**src/rtl/harvard_pkg.sv**
```systemverilog
// Shared constants and types for the Harvard core: data/address widths,
// data-memory command encodings and the data-memory arbiter state encoding.
package harvard_pkg;

  localparam int unsigned AddrW = 8;
  localparam int unsigned DataW = 8;
  localparam int unsigned CmdW  = 8;

  localparam logic [CmdW-1:0] CMD_IDLE  = 8'h00;
  localparam logic [CmdW-1:0] CMD_READ  = 8'h01;
  localparam logic [CmdW-1:0] CMD_WRITE = 8'h02;

  typedef enum logic [1:0] {
    StIdle,
    StIssue,
    StWait
  } arb_state_e;

  function automatic logic cmd_legal(logic [CmdW-1:0] cmd);
    return (cmd == CMD_READ) || (cmd == CMD_WRITE);
  endfunction

endpackage

```
**src/rtl/rr_pick2.sv**
```systemverilog
// Two-way round-robin picker: a lone valid wins outright; on a tie the port
// that did not win last time is chosen.
module rr_pick2 (
  input  logic valid0_i,
  input  logic valid1_i,
  input  logic last_grant_i,
  output logic grant_valid_o,
  output logic grant_id_o
);

  always_comb begin
    grant_valid_o = valid0_i | valid1_i;
    grant_id_o    = 1'b0;
    unique case ({valid1_i, valid0_i})
      2'b01:   grant_id_o = 1'b0;
      2'b10:   grant_id_o = 1'b1;
      2'b11:   grant_id_o = ~last_grant_i;
      default: grant_id_o = 1'b0;
    endcase
  end

endmodule

```
**src/rtl/dmem_arbiter.sv**
```systemverilog
// Data-memory arbiter: grants one of two requesters at a time, issues a single
// command cycle to the memory and returns read data after a fixed latency.
module dmem_arbiter
  import harvard_pkg::*;
#(
  parameter int unsigned RD_LAT = 1,
  parameter int unsigned AW     = AddrW,
  parameter int unsigned DW     = DataW
) (
  input  logic            clk_i,
  input  logic            rst_i,

  input  logic            req0_valid_i,
  input  logic [CmdW-1:0] req0_cmd_i,
  input  logic [AW-1:0]   req0_addr_i,
  input  logic [DW-1:0]   req0_wdata_i,
  output logic            req0_ready_o,
  output logic            req0_rvalid_o,
  output logic [DW-1:0]   req0_rdata_o,

  input  logic            req1_valid_i,
  input  logic [CmdW-1:0] req1_cmd_i,
  input  logic [AW-1:0]   req1_addr_i,
  input  logic [DW-1:0]   req1_wdata_i,
  output logic            req1_ready_o,
  output logic            req1_rvalid_o,
  output logic [DW-1:0]   req1_rdata_o,

  output logic [CmdW-1:0] mem_cmd_o,
  output logic [AW-1:0]   mem_addr_o,
  output logic [DW-1:0]   mem_wdata_o,
  input  logic [DW-1:0]   mem_rdata_i,

  output logic            err_flag_o
);

  localparam int unsigned CntW    = 4;
  localparam logic [CntW-1:0] LatInit = CntW'(RD_LAT);

  arb_state_e      state_q, state_d;
  logic            win_q, win_d;
  logic            last_q, last_d;
  logic [CmdW-1:0] cmd_q, cmd_d;
  logic [AW-1:0]   addr_q, addr_d;
  logic [DW-1:0]   wdata_q, wdata_d;
  logic [CntW-1:0] cnt_q, cnt_d;
  logic [DW-1:0]   rdata0_q, rdata0_d;
  logic [DW-1:0]   rdata1_q, rdata1_d;
  logic            rvalid0_q, rvalid0_d;
  logic            rvalid1_q, rvalid1_d;
  logic            err_q, err_d;

  logic            gnt_valid;
  logic            gnt_id;

  rr_pick2 u_pick (
    .valid0_i      (req0_valid_i),
    .valid1_i      (req1_valid_i),
    .last_grant_i  (last_q),
    .grant_valid_o (gnt_valid),
    .grant_id_o    (gnt_id)
  );

  always_ff @(posedge clk_i) begin
    if (rst_i) begin
      state_q   <= StIdle;
      win_q     <= 1'b0;
      last_q    <= 1'b1;
      cmd_q     <= CMD_IDLE;
      addr_q    <= '0;
      wdata_q   <= '0;
      cnt_q     <= '0;
      rdata0_q  <= '0;
      rdata1_q  <= '0;
      rvalid0_q <= 1'b0;
      rvalid1_q <= 1'b0;
      err_q     <= 1'b0;
    end else begin
      state_q   <= state_d;
      win_q     <= win_d;
      last_q    <= last_d;
      cmd_q     <= cmd_d;
      addr_q    <= addr_d;
      wdata_q   <= wdata_d;
      cnt_q     <= cnt_d;
      rdata0_q  <= rdata0_d;
      rdata1_q  <= rdata1_d;
      rvalid0_q <= rvalid0_d;
      rvalid1_q <= rvalid1_d;
      err_q     <= err_d;
    end
  end

  always_comb begin
    state_d   = state_q;
    win_d     = win_q;
    last_d    = last_q;
    cmd_d     = cmd_q;
    addr_d    = addr_q;
    wdata_d   = wdata_q;
    cnt_d     = cnt_q;
    rdata0_d  = rdata0_q;
    rdata1_d  = rdata1_q;
    rvalid0_d = 1'b0;
    rvalid1_d = 1'b0;
    err_d     = err_q;

    unique case (state_q)
      StIdle: begin
        if (gnt_valid) begin
          state_d = StIssue;
          win_d   = gnt_id;
          last_d  = gnt_id;
          cmd_d   = gnt_id ? req1_cmd_i   : req0_cmd_i;
          addr_d  = gnt_id ? req1_addr_i  : req0_addr_i;
          wdata_d = gnt_id ? req1_wdata_i : req0_wdata_i;
        end
      end
      StIssue: begin
        if (cmd_q == CMD_READ) begin
          state_d = StWait;
          cnt_d   = LatInit;
        end else begin
          // Illegal commands were acknowledged but never reached the memory.
          if (!cmd_legal(cmd_q)) begin
            err_d = 1'b1;
          end
          state_d = StIdle;
        end
      end
      StWait: begin
        if (cnt_q == CntW'(1)) begin
          state_d = StIdle;
          if (win_q) begin
            rdata1_d  = mem_rdata_i;
            rvalid1_d = 1'b1;
          end else begin
            rdata0_d  = mem_rdata_i;
            rvalid0_d = 1'b1;
          end
        end else begin
          cnt_d = cnt_q - CntW'(1);
        end
      end
      default: state_d = StIdle;
    endcase
  end

  always_comb begin
    req0_ready_o = 1'b0;
    req1_ready_o = 1'b0;
    mem_cmd_o    = CMD_IDLE;
    if (state_q == StIssue) begin
      req0_ready_o = ~win_q;
      req1_ready_o = win_q;
      if (cmd_legal(cmd_q)) begin
        mem_cmd_o = cmd_q;
      end
    end
  end

  assign mem_addr_o    = addr_q;
  assign mem_wdata_o   = wdata_q;
  assign req0_rvalid_o = rvalid0_q;
  assign req1_rvalid_o = rvalid1_q;
  assign req0_rdata_o  = rdata0_q;
  assign req1_rdata_o  = rdata1_q;
  assign err_flag_o    = err_q;

  a_one_ready: assert property (@(posedge clk_i) disable iff (rst_i)
    !(req0_ready_o && req1_ready_o));

  a_cmd_only_in_issue: assert property (@(posedge clk_i) disable iff (rst_i)
    (mem_cmd_o != CMD_IDLE) |-> (state_q == StIssue));

endmodule

```
**config.mk**
```make
export PLATFORM = sky130hd
export DESIGN_NAME = dmem_arbiter
export DESIGN_NICKNAME = d
export VERILOG_FILES = /design/src/rtl/harvard_pkg.sv /design/src/rtl/rr_pick2.sv /design/src/rtl/dmem_arbiter.sv
export SDC_FILE = /design/constraint.sdc
export NUM_CORES = 1
export LEC_CHECK = 0
export ABC_AREA = 1
export CAP_MARGIN = 5
export CELL_PAD_IN_SITES_DETAIL_PLACEMENT = 2
export CELL_PAD_IN_SITES_GLOBAL_PLACEMENT = 2
export CORE_UTILIZATION = 20
export CTS_BUF_LIST = sky130_fd_sc_hd__clkbuf_2 sky130_fd_sc_hd__clkbuf_4 sky130_fd_sc_hd__clkbuf_8
export DETAILED_ROUTE_END_ITERATION = 8
export HOLD_SLACK_MARGIN = 0.08
export PLACE_DENSITY_LB_ADDON = 0.08
export SLEW_MARGIN = 10
export SYNTH_ARGS = -nofsm -noshare
export SYNTH_HDL_FRONTEND = slang
export SYNTH_HIERARCHICAL = 1
export SYNTH_SLANG_ARGS = --single-unit
```
**constraint.sdc**
```tcl
create_clock -name clk_i -period 1.3 [get_ports clk_i]
set_clock_uncertainty 0.2 [all_clocks]
set_input_delay 0.26 -clock clk_i [delete_from_list [all_inputs] [get_ports clk_i]]
set_output_delay 0.26 -clock clk_i [all_outputs]
set_load 0.02 [all_outputs]
```
==> impl_metrics.tcl <==
set metrics [dict create \
    outcome "finished, violations left" \
    violations "setup timing" \
    cp_max_fo 2 \
    rows 38 \
    postRouteWirelength_microns 10780 \
    cts_buffer_depth 2 \
    dieArea_sq_um 12050 \
    hold_path_depth 2 \
    irDropWorstVdd_uv 442.3 \
    p_leak_uw 0.002196 \
    pin_count 105 \
    diodes 0 \
    min_path_type "flip-flop to flip-flop" \
    htreeDepth 2 \
    setup_slack_ns -0.4075 \
    yosys.area.top_type_share_pct 43.94 \
    hold_buffers 0 \
    worst_setup_path_end_kind "primary output" \
    cp.depth 6 \
    start_util_pct 20.97 \
    r2r_start "cmd_q[0]" \
    timing.final.crit_period_ns 1.707 \
    syn_area_sq_um 2323 \
    vias_per_cell 4.378 \
    worst_path_largest_cell_delay_ns 0.35 \
    critPathRequiredTime_ns 0.84 \
    ys_top_cells_by_area "dfxtp_1 (44%), nor2_1 (12%), a21oi_1 (11%), o21ai_0 (8.6%), inv_1 (7.3%)" \
    port_buffers 98 \
    antenna_found_initial 0 \
    max_freq_mhz 585.7 \
    path_class "flip-flop to primary output" \
    power_uw 5054 \
    hpwl_microns 6137 \
    die_y_microns 109.8 \
    detail_route.wl_per_cell_microns 16.82 \
    cts_root_buf "clkbuf_8" \
    dp.cells 581 \
    gp_congestion 0.7115 \
    ant_nets 0 \
    cts_tree "done" \
    ys_ff_latch 51 \
    cap_violations 0 \
    rsz0062_at_grt "yes" \
    startpoint "cmd_q[2]" \
    die_w_microns 109.8 \
    drcViolationCount 0 \
    crit_chain "inv_2, nand2_4, nor3_4, nand2_2, nor2_2, buf_4" \
    drtPass1Iterations 4 \
    yosys_warnings 6 \
    synth_top_area_cell "dfxtp_1" \
    cts.sink_count 51 \
    synth_cells 331 \
    syn_avg_cell_area_sq_um 7.020 \
    grt_first_pass_wirelength_microns 15370 \
    area_growth_syn_to_layout_pct 124.2 \
    seq_area_frac_synth_pct 43.94 \
    grt_usage_pct 16.89 \
    crit_family "simple AND/OR/NAND/NOR gates" \
    path_buf_inv 2 \
    synth_cell_types 22 \
    insertion_delay_ns 0.31 \
    cp_slowest_cell "dfxtp_2" \
    vias 2806 \
    period_share_pct 131.3 \
    stdcell_count 641 \
    grt_pass1_vias 2940 \
    finalSetupViolations 54 \
    grt_overflow 0 \
    drive_gt1_share_pct 64.27 \
    slew_violations 0 \
    floorplan.core_area_sq_um 11080 \
    p_per_area_nw_per_um2 970.3 \
    fin_nets 562 \
    final_hold_viol_count 0 \
    grt_max_degree 20 \
    cp.arrival_ns 1.25 \
    reg2reg_depth 10 \
    cts_made_buffers 5 \
    start_kind "flip-flop" \
    min_from "err_flag_o" \
    clk_pin_slew_ns 0.10 \
    drt_iter0_drc 53 \
]
-- flip-flops by register name, summed over array words and instances (netlist names), 2 cells and up --
name	count
cmd_q	8
mem_addr_o	8
mem_wdata_o	8
req0_rdata_o	8
req1_rdata_o	8
cnt_q	4
state_q	2
-- timing repair --
item	4_1_cts	5_1_grt
pin swaps	54	29
setup buffers	19	28
gates resized for setup	388	128
cloned	10	2
setup endpoints to repair	88	85
-- through the flow --
stage	area, sq um	utilization (%)	hold WS (ns)	TNS (ns)	worst slack (ns)
after floorplan	2370	-	0.1950	-0.1386	-0.01936
after global placement	3633	32.80	0.2444	-22.50	-0.5771
after detailed placement	3633	32.80	0.2566	-23.72	-0.6257
after CTS	4614	41.65	0.2690	-6.271	-0.4446
after global routing	5209	47.02	0.2848	-13.48	-0.4978
final	5209	47.02	0.2587	-10.11	-0.4075
-- worst paths after layout --
path                                     end  slack (ns)
worst max register to register      cnt_q[0]       -0.29
worst min-delay path              err_flag_o        0.26
worst max-delay path            mem_cmd_o[1]       -0.41
worst min register to register    err_flag_o        0.26
-- power breakdown --
part	total, uW	internal, uW	switching (uW)
Combinational	2070	1060	1020
Sequential	1830	1710	117
Clock	1150	575	577
Total	5050	3340	1710
-- Yosys cell counts --
cell       n
nand2_1   22
nand2_4    2
dfxtp_1   51
nand2_2    1
a21oi_1   53
nor3_1     1
inv_1     45
ha_1       2
inv_2      1
buf_4      7
clkbuf_1   4
nand3_1    9
buf_2      8
nand3_2    1
nor2_1    75
o21ai_0   40
conb_1     1
clkinv_4   2
nand4_1    1
or2_1      1
buf_6      2
nor2_4     2
-- cells by family (layout without fill, tap and decap cells) --
family | count (synthesis) | in the layout | synth area share [%]
and+or+nand+nor | 115 | 117 | 21.00
AOI/OAI and AO/OA | 93 | 93 | 20.03
buffers and inverters | 69 | 232 | 13.79
DFF | 51 | 51 | 43.94
adders and majority gates | 2 | 2 | 1.077
other | 1 | 6 | 0.1614
-- worst reg2reg max path, cell delays in order, from the launching register on --
cell	delay [ns]
dfxtp_2	0.41
nand2_4	0.07
nor2_4	0.13
buf_6	0.11
buf_6	0.08
buf_4	0.11
nand2_4	0.07
nand2_4	0.08
nand2_4	0.07
nor2_4	0.12
nor2_2	0.04
-- cell usage in the layout (no fill, tap or decap), types with 15 or more instances in the layout --
cell	instances
nor2_1	33
buf_6	25
clkdlybuf4s50_1	57
nor2_2	19
nor2_4	25
o21ai_2	27
a21oi_1	15
dfxtp_2	34
a21oi_2	30
buf_4	67
inv_1	32
-- final cells by class --
type | count | area (sq um)
repair buffers | 176 | 1831
well taps | 140 | 175.2
inverters | 48 | 229.0
fillers | 1175 | 5869
clock inverters | 3 | 43.79
flip-flops and latches | 51 | 1101
clock buffers | 5 | 68.82
multi-input cells | 218 | 1760
-- per-layer routing --
layer / vias up / share of wire [%] / GRT usage [%]
met1: 1360 / 42 / 20.88
met4: 0 / 0.61 / 3.429
met2: 60 / 53 / 30.49
li1: 1380 / - / -
met3: 6 / 3.6 / 2.845
met5: - / 0 / 0
Note: power is estimated with default switching activity, not from simulation.
